[config.mk]
export PLATFORM = sky130hd
export DESIGN_NAME = ram_req_master_flat
export DESIGN_NICKNAME = d
export VERILOG_FILES = /design/src/rtl/mem_defs_pkg.sv /design/src/rtl/ram_req_master_if.sv /design/src/rtl/ram_req_master.sv /design/src/flat_wrapper.sv
export SDC_FILE = /design/constraint.sdc
export NUM_CORES = 1
export LEC_CHECK = 0
export ABC_CLOCK_PERIOD_IN_PS = 3700
export BUFFER_PORTS_ARGS = -buffer_cell sky130_fd_sc_hd__buf_2
export CAP_MARGIN = 20
export CORE_MARGIN = 10
export CORE_UTILIZATION = 50
export CTS_BUF_LIST = sky130_fd_sc_hd__clkbuf_2
export DETAILED_ROUTE_END_ITERATION = 7
export GPL_TIMING_DRIVEN = 0
export PLACE_DENSITY = 0.95
export SYNTH_ARGS = -nofsm -noshare
export SYNTH_HDL_FRONTEND = slang
export SYNTH_SLANG_ARGS = --single-unit
[constraint.sdc]
create_clock -name clk -period 3.7 [get_ports clk]
set_clock_uncertainty 0.15 [all_clocks]
set_input_delay 0 -clock clk [delete_from_list [all_inputs] [get_ports clk]]
set_output_delay 0 -clock clk [all_outputs]
set_load 0.005 [all_outputs]
[src/rtl/mem_defs_pkg.sv]
// Shared opcode, address window and FSM encodings
// for the CPU-side SRAM request master.
package mem_defs_pkg;

   localparam logic [5:0] OP_LB = 6'b100000;
   localparam logic [5:0] OP_LW = 6'b100011;
   localparam logic [5:0] OP_SB = 6'b101000;
   localparam logic [5:0] OP_SW = 6'b101011;

   localparam logic [31:0] BASE_LO = 32'h8000_0000;
   localparam logic [31:0] EXT_HI  = 32'h807F_FFFF;

   typedef logic [2:0] state_t;

   localparam state_t S_IDLE     = 3'd0;
   localparam state_t S_FETCH    = 3'd1;
   localparam state_t S_RD       = 3'd2;
   localparam state_t S_WR_SETUP = 3'd3;
   localparam state_t S_WR_PULSE = 3'd4;
   localparam state_t S_WR_HOLD  = 3'd5;
   localparam state_t S_DONE     = 3'd6;

   function automatic logic op_ok(input logic [5:0] op);
      return (op == OP_LB) || (op == OP_LW) ||
             (op == OP_SB) || (op == OP_SW);
   endfunction

   function automatic logic addr_ok(input logic [31:0] a);
      return (a >= BASE_LO) && (a <= EXT_HI);
   endfunction

endpackage

[src/rtl/ram_req_master_if.sv]
// Request/response bundle between the request master
// and the SRAM controller.
interface ram_req_master_if;

   logic        inst_ce;
   logic [31:0] inst_addr;
   logic        mem_ce;
   logic        mem_we;
   logic [31:0] mem_addr;
   logic [31:0] mem_data_i;
   logic [5:0]  Op;
   logic        stall;
   logic [31:0] inst;
   logic [31:0] mem_data_o;

   modport master (
      output inst_ce, inst_addr,
      output mem_ce, mem_we, mem_addr,
      output mem_data_i, Op, stall,
      input  inst, mem_data_o
   );

   modport slave (
      input  inst_ce, inst_addr,
      input  mem_ce, mem_we, mem_addr,
      input  mem_data_i, Op, stall,
      output inst, mem_data_o
   );

endinterface

[src/rtl/ram_req_master.sv]
// Turns pipeline fetch/load/store requests into timed
// SRAM strobes; data access wins over fetch.
module ram_req_master #(
   parameter int WAIT_CYCLES = 1
) (
   input  logic             clk,
   input  logic             rst,
   input  logic             if_req,
   input  logic [31:0]      if_addr,
   output logic [31:0]      if_inst,
   output logic             if_valid,
   input  logic             ex_req,
   input  logic             ex_we,
   input  logic [5:0]       ex_op,
   input  logic [31:0]      ex_addr,
   input  logic [31:0]      ex_wdata,
   output logic [31:0]      ex_rdata,
   output logic             ex_done,
   output logic             stall_o,
   ram_req_master_if.master ram
);

   import mem_defs_pkg::*;

   localparam int CW = $clog2(WAIT_CYCLES + 2);
   localparam logic [CW-1:0] CNT_RD = CW'(WAIT_CYCLES);
   localparam logic [CW-1:0] CNT_WR = CW'(WAIT_CYCLES - 1);

   state_t        state;
   state_t        state_n;
   logic [CW-1:0] cnt;
   logic          is_ex;
   logic          ex_sel;
   logic          ex_ok;
   logic          last_rd;
   logic          last_wr;

   assign ex_ok   = op_ok(ex_op) & addr_ok(ex_addr);
   assign last_rd = (cnt == CNT_RD);
   assign last_wr = (cnt == CNT_WR);
   assign ex_sel  = (state == S_IDLE) ? ex_req : is_ex;

   assign stall_o = (ex_req & ~ex_done) | (if_req & ~if_valid);

   always_comb begin
      state_n = state;
      unique case (state)
         S_IDLE: begin
            unique case (1'b1)
               ex_req & ~ex_ok:         state_n = S_DONE;
               ex_req & ex_ok & ex_we:  state_n = S_WR_SETUP;
               ex_req & ex_ok & ~ex_we: state_n = S_RD;
               ~ex_req & if_req:        state_n = S_FETCH;
               default:                 state_n = S_IDLE;
            endcase
         end
         S_FETCH:    if (last_rd) state_n = S_DONE;
         S_RD:       if (last_rd) state_n = S_DONE;
         S_WR_SETUP: state_n = S_WR_PULSE;
         S_WR_PULSE: if (last_wr) state_n = S_WR_HOLD;
         S_WR_HOLD:  state_n = S_DONE;
         S_DONE:     state_n = S_IDLE;
         default:    state_n = S_IDLE;
      endcase
   end

   // Ram-side strobes are registered from the next state.
   always_ff @(posedge clk) begin
      if (rst) begin
         state          <= S_IDLE;
         cnt            <= '0;
         is_ex          <= 1'b0;
         if_inst        <= '0;
         if_valid       <= 1'b0;
         ex_rdata       <= '0;
         ex_done        <= 1'b0;
         ram.inst_ce    <= 1'b0;
         ram.inst_addr  <= '0;
         ram.mem_ce     <= 1'b0;
         ram.mem_we     <= 1'b0;
         ram.mem_addr   <= '0;
         ram.mem_data_i <= '0;
         ram.Op         <= '0;
         ram.stall      <= 1'b0;
      end else begin
         state <= state_n;
         cnt   <= (state_n != state) ? '0 : cnt + 1'b1;

         ram.inst_ce <= (state_n == S_FETCH);
         ram.mem_ce  <= (state_n == S_RD) ||
                        (state_n == S_WR_PULSE);
         ram.mem_we  <= (state_n == S_WR_PULSE);
         ram.stall   <= (state_n != S_IDLE) &&
                        (state_n != S_FETCH);
         if_valid    <= (state_n == S_DONE) & ~ex_sel;
         ex_done     <= (state_n == S_DONE) & ex_sel;

         if (state == S_IDLE) begin
            if (ex_req) begin
               is_ex <= 1'b1;
               if (ex_ok) begin
                  ram.mem_addr   <= ex_addr;
                  ram.Op         <= ex_op;
                  ram.mem_data_i <= ex_wdata;
               end else begin
                  ex_rdata <= '0;
               end
            end else if (if_req) begin
               is_ex         <= 1'b0;
               ram.inst_addr <= if_addr;
            end
         end

         if ((state == S_FETCH) && last_rd)
            if_inst <= ram.inst;
         if ((state == S_RD) && last_rd)
            ex_rdata <= ram.mem_data_o;
      end
   end

endmodule

[src/flat_wrapper.sv]
// flat-port wrapper written by rule: the top's interface ports become plain ports
module ram_req_master_flat import mem_defs_pkg::*;
#(
   parameter int WAIT_CYCLES = 1
)
  (clk, rst, if_req, if_addr, if_inst, if_valid, ex_req, ex_we, ex_op, ex_addr, ex_wdata, ex_rdata, ex_done, stall_o, ram_inst_ce, ram_inst_addr, ram_mem_ce, ram_mem_we, ram_mem_addr, ram_mem_data_i, ram_Op, ram_stall, ram_inst, ram_mem_data_o);
  ram_req_master_if ram_i ();
  input  logic clk;
  input  logic rst;
  input  logic if_req;
  input  logic [31:0] if_addr;
  output logic [31:0] if_inst;
  output logic if_valid;
  input  logic ex_req;
  input  logic ex_we;
  input  logic [5:0] ex_op;
  input  logic [31:0] ex_addr;
  input  logic [31:0] ex_wdata;
  output logic [31:0] ex_rdata;
  output logic ex_done;
  output logic stall_o;
  output wire logic [$bits(ram_i.inst_ce)-1:0] ram_inst_ce;
  output wire logic [$bits(ram_i.inst_addr)-1:0] ram_inst_addr;
  output wire logic [$bits(ram_i.mem_ce)-1:0] ram_mem_ce;
  output wire logic [$bits(ram_i.mem_we)-1:0] ram_mem_we;
  output wire logic [$bits(ram_i.mem_addr)-1:0] ram_mem_addr;
  output wire logic [$bits(ram_i.mem_data_i)-1:0] ram_mem_data_i;
  output wire logic [$bits(ram_i.Op)-1:0] ram_Op;
  output wire logic [$bits(ram_i.stall)-1:0] ram_stall;
  input wire logic [$bits(ram_i.inst)-1:0] ram_inst;
  input wire logic [$bits(ram_i.mem_data_o)-1:0] ram_mem_data_o;
  assign ram_inst_ce = ram_i.inst_ce;
  assign ram_inst_addr = ram_i.inst_addr;
  assign ram_mem_ce = ram_i.mem_ce;
  assign ram_mem_we = ram_i.mem_we;
  assign ram_mem_addr = ram_i.mem_addr;
  assign ram_mem_data_i = ram_i.mem_data_i;
  assign ram_Op = ram_i.Op;
  assign ram_stall = ram_i.stall;
  assign ram_i.inst = ram_inst;
  assign ram_i.mem_data_o = ram_mem_data_o;
  ram_req_master #(.WAIT_CYCLES(WAIT_CYCLES)) u_core (.clk(clk), .rst(rst), .if_req(if_req), .if_addr(if_addr), .if_inst(if_inst), .if_valid(if_valid), .ex_req(ex_req), .ex_we(ex_we), .ex_op(ex_op), .ex_addr(ex_addr), .ex_wdata(ex_wdata), .ex_rdata(ex_rdata), .ex_done(ex_done), .stall_o(stall_o), .ram(ram_i));
endmodule
==> impl_metrics.env, run 1 <==
export IMPL_run_status="did not finish"
export IMPL_stop_stage="4_1_cts"
export IMPL_tool_error="[ERROR RSZ-0060] Max buffer count reached."
export IMPL_synth_xor_area_share_pct=0.134
export IMPL_yosys_register_bits=178
export IMPL_netlist_cell_type_count=43
export IMPL_synth_async_sr_flop_share_pct=0
export IMPL_synth_area_sq_um=6530
export IMPL_synth_edf_count=0
export IMPL_synth_top_cell_area_share_pct=54.6
export IMPL_clockBufferDepth=2
export IMPL_post_synth_top_area_cell="dfxtp_1"
export IMPL_chipHeight_microns=134
export IMPL_cts_made_buffers=17
export IMPL_initial_utilization_pct=51.3
export IMPL_count_of_buffers_inserted_at_the_top_level_ports=343
export IMPL_finalWeightedCongestion=0.856
export IMPL_synthesized_area_fraction_occupied_by_ao_oa_aoi_and_oai_cells_pct=18.5
export IMPL_post_cts_buffers=0
export IMPL_io_pin_count=344
export IMPL_placed_area_sq_um=8460
export IMPL_yosys_warnings=0
export IMPL_seq_area_frac_synth_pct=54.6
export IMPL_rows=41
export IMPL_yosys_top_cells_area="dfxtp_1 (55%), a21oi_1 (12%), nand2_1 (12%)"
export IMPL_post_cts_hold_buffer_count=270
export IMPL_syn_avg_cell_area_sq_um=8.21
export IMPL_syn_inst=795
export IMPL_clock_sink_total=178
export IMPL_cts_repair_resize_count=0
export IMPL_synth_net_count=968
export IMPL_level_count_of_the_clock_h_tree=4
export IMPL_synth_top_flop_cell="dfxtp_1"
export IMPL_synth_simple_gate_area_share_pct=21.1
export IMPL_detailed_place_hpwl_mm=19.3
export IMPL_yosys_area_share_adder_pct=0.384
export IMPL_synth_top_family_by_area="simple AND/OR/NAND/NOR gates"
export IMPL_synthMuxAreaShare_pct=0.307
export IMPL_die_x_microns=134
export IMPL_cts_root_buffer_cell="clkbuf_2"
==> logic make-up after synthesis <==
| kind of cell | Yosys count |
|---|---|
| simple gates | 305 |
| compound gates | 233 |
| flops | 178 |
| buf+inv | 74 |
| mux | 2 |
| fa+ha+maj | 2 |
| xor+xnor | 1 |
==> cells in the mapped netlist (all sizes together), types with 2 or more instances <==
master	number
nor3b	3
nor2	10
and2	11
dfxtp	178
nand2b	3
nand2	202
ha	2
nand4	2
mux2i	2
a21oi	160
o211ai	2
nand3	61
buf	28
and3	2
clkbuf	39
inv	7
nor4b	2
nor3	4
o21ai	61
a211oi	2
nor4	2
==> stage by stage <==
stage	hold WS (ns)	util, %	cells	setup WS (ns)
2_1_floorplan	-0.0151	-	795	2.06
3_3_place_gp	0.0897	66.5	1310	1.63
3_5_place_dp	0.0959	66.5	1310	1.58
==> run 2, diff against run 1 <==
- CORE_UTILIZATION: 50 -> 40
- CTS_BUF_LIST: sky130_fd_sc_hd__clkbuf_2 -> not set
- PLACE_DENSITY: 0.95 -> not set
- PLACE_DENSITY_LB_ADDON: not set -> 0.15
==> impl_metrics.env, run 2 <==
export IMPL_p_per_area_nw_per_um2=455
export IMPL_synth_simple_gate_area_share_pct=21.1
export IMPL_leakagePower_nw=4.72
export IMPL_chipHeight_microns=148
export IMPL_crit_path_max_fanout=8
export IMPL_worst_setup_path_type="reg2reg"
export IMPL_period_minus_slack_ns=2.62
export IMPL_seq_area_frac_synth_pct=54.6
export IMPL_post_route_total_power_w=0.00486
export IMPL_synthesized_area_fraction_occupied_by_ao_oa_aoi_and_oai_cells_pct=18.5
export IMPL_critPathRequiredTime_ns=3.91
export IMPL_final_seq_area_sq_um=3560
export IMPL_avgRoutedWirePerCell_microns=17.2
export IMPL_cts_repair_resize_count=0
export IMPL_timing_final_crit_share_pct=70.9
export IMPL_initial_utilization_pct=40.9
export IMPL_synth_async_sr_flop_share_pct=0
export IMPL_finalWirelength_mm=26.7
export IMPL_synth_xor_area_share_pct=0.134
export IMPL_run_status="finished, final reports clean"
export IMPL_tritoncts="yes"
export IMPL_yosys_area_share_adder_pct=0.384
export IMPL_grt_antenna_before_repair=2
export IMPL_fp_coreArea_sq_um=15900
export IMPL_yosys_register_bits=178
export IMPL_global_route_overflow_total=0
export IMPL_worstRegToRegCells=8
export IMPL_worst_setup_path_end_kind="register"
export IMPL_syn_inst=795
export IMPL_drc=0
export IMPL_drv_max_cap_violation_count=0
export IMPL_synth_edf_count=0
export IMPL_fin_tns_setup_ns=0
export IMPL_layout_cells_most_common="buf_2"
export IMPL_rsz0062_at_grt="false"
export IMPL_timing_fmax_mhz=381
export IMPL_rows=46
export IMPL_netlist_cell_type_count=43
export IMPL_synth_top_cell_area_share_pct=54.6
export IMPL_place_detailed_instances=1354
export IMPL_firstDrtPassIters=5
export IMPL_vias=7586
export IMPL_detail_route_vias_per_cell=4.90
export IMPL_worst_r2r_setup_slack_ns=1.08
export IMPL_source_of_the_worst_hold_timing_path="ex_addr[23]"
export IMPL_synth_cell_count_leaders="nand2_1 (201), dfxtp_1 (178), a21oi_1 (160)"
export IMPL_worst_r2r_startpoint="u_core.state[1]$_SDFF_PP0_"
export IMPL_grt_pass1_vias=7849
export IMPL_area_taken_by_multi_input_logic_gates_sq_um=2640
export IMPL_area_growth_synth_to_final_pct=63.6
export IMPL_finalSetupViolCount=0
export IMPL_post_cts_clock_slew_at_the_launch_and_capture_registers_of_the_worst_setup_and_hold_paths_ns=0.07
export IMPL_design_die_area_sq_um=21800
export IMPL_synthMuxAreaShare_pct=0.307
export IMPL_syn_avg_cell_area_sq_um=8.21
export IMPL_timing_rr_end="u_core.ram.inst_addr[10]$_SDFFE_PP0P_"
export IMPL_grt_start_max_net_pins=17
export IMPL_finalWeightedCongestion=0.842
export IMPL_die_x_microns=148
export IMPL_grt_usage_pct=23.4
export IMPL_level_count_of_the_clock_h_tree=4
export IMPL_post_synth_top_count_cell="nand2_1"
export IMPL_fin_cells=1549
export IMPL_worst_ir_drop_vdd_mv=0.351
export IMPL_post_synth_top_area_cell="dfxtp_1"
export IMPL_whs_endpoint="u_core.cnt[0]$_SDFF_PP0_"
export IMPL_detail_route_iter0_violations=276
export IMPL_clock_insertion_delay_at_the_later_pin_of_the_skew_report_ns=0.42
export IMPL_worstMarginPinSlew_ns=0.639
export IMPL_layout_common_cells="buf_2 (368), nand2_1 (201), dfxtp_1 (178)"
export IMPL_clockBufferDepth=2
export IMPL_finalNetCount=1491
export IMPL_startpoint_type="register"
export IMPL_ant_nets=0
export IMPL_synth_top_family_by_area="simple AND/OR/NAND/NOR gates"
export IMPL_worst_hold_path_type="in2reg"
export IMPL_yosys_warnings=0
export IMPL_num_fill_cells=1308
export IMPL_worst_ep_arrival_time_ns=2.84
export IMPL_yosys_top_cells_area="dfxtp_1 (55%), a21oi_1 (12%), nand2_1 (12%)"
export IMPL_fraction_of_final_layout_cells_sized_beyond_drive_strength_1_pct=31.2
export IMPL_worst_hold_slack_ns=0.0372
export IMPL_cts_root_buffer_cell="clkbuf_16"
export IMPL_synth_area_sq_um=6530
export IMPL_detailed_place_hpwl_mm=18.8
export IMPL_io_pin_count=344
export IMPL_timing_max_slew_rel_slack_pct=57.4
export IMPL_post_layout_util_pct=67.0
export IMPL_clock_sink_total=178
export IMPL_count_of_buffers_inserted_at_the_top_level_ports=343
export IMPL_whs_path_depth=5
export IMPL_synth_top_flop_cell="dfxtp_1"
export IMPL_report_final_slew_viol_count=0
export IMPL_synth_net_count=968
export IMPL_global_route_wire_length_before_repair_mm=41.4
export IMPL_hold_viol=0
export IMPL_cts_made_buffers=17
-- run 2: cell counts after synthesis --
No cell type changed its count.
-- run 2: per-stage QoR --
step           setup WS [ns]  instance area (sq um)
4_1_cts                 1.09                  10700
2_1_floorplan           2.06                   6530
6_report                1.08                  10700
5_1_grt                0.938                  10700
3_3_place_gp            1.59                   8510
3_5_place_dp            1.59                   8510
-- run 2: what timing repair did --
item / CTS / global route
endpoints found under the hold margin: 174 / 0
endpoints found under the setup margin: 0 / 0
hold buffers: 161 / 0
setup buffers: 0 / 0
-- run 2: metal layers --
layer  GRT usage (%)  vias to the layer above  wire length [microns]
met5               0                        -                      0
met4            11.2                        0                    990
met3            8.67                       68                   2460
met2            39.8                      326                  12900
met1            25.3                     3463                  10300
li1                -                     3729                      -
-- run 2: logic make-up (layout without fill, tap and decap cells) --
kind of cell | after synthesis | count (layout)
simple gates | 305 | 305
compound gates | 233 | 233
fa+ha+maj | 2 | 2
xor+xnor | 1 | 1
mux | 2 | 2
flops | 178 | 178
buf+inv | 74 | 610
other cells | 0 | 2
-- run 2: worst max-delay path by stage --
stage	from	endpoint	depth (start not counted)
after floorplan	u_core.state[1]$_SDFF_PP0_	u_core.ram.Op[0]$_SDFFE_PP0P_	7
after global placement	ex_addr[25]	u_core.ram.mem_data_i[24]$_SDFFE_PP0P_	7
after detailed placement	ex_addr[25]	u_core.ram.mem_data_i[27]$_SDFFE_PP0P_	7
after CTS	u_core.state[1]$_SDFF_PP0_	u_core.ram.inst_addr[10]$_SDFFE_PP0P_	8
after global routing	u_core.state[1]$_SDFF_PP0_	u_core.ram.inst_addr[10]$_SDFFE_PP0P_	8
final	u_core.state[1]$_SDFF_PP0_	u_core.ram.inst_addr[10]$_SDFFE_PP0P_	8
-- run 2: final cells by class --
| type | instances | share of cell area, % |
|---|---|---|
| Clock inverter | 13 | 0.961 |
| Buffer | 67 | 2.77 |
| Antenna cell | 2 | 0.0469 |
| Tap cell | 216 | 2.53 |
| Inverter | 7 | 0.246 |
| Timing Repair Buffer | 504 | 31.2 |
| Multi-Input combinational cell | 543 | 24.7 |
| Sequential cell | 178 | 33.4 |
| Clock buffer | 19 | 4.15 |
-- run 2: worst max-delay path: stages (launching register included) --
cell	delay (ns)
dfxtp_1	0.30
buf_2	0.17
nor3_2	0.32
and3_1	0.19
buf_2	0.14
nand2_1	0.05
dlygate4sd3_1	0.54
a21oi_1	0.13
dlygate4sd3_1	0.57
-- run 2: power breakdown --
group	switching, W	internal (W)
sequential	0.0000606	0.00202
combinational	0.000635	0.000450
clock	0.000803	0.000889
total	0.00150	0.00336
Note: power is estimated with default switching activity, not from simulation.
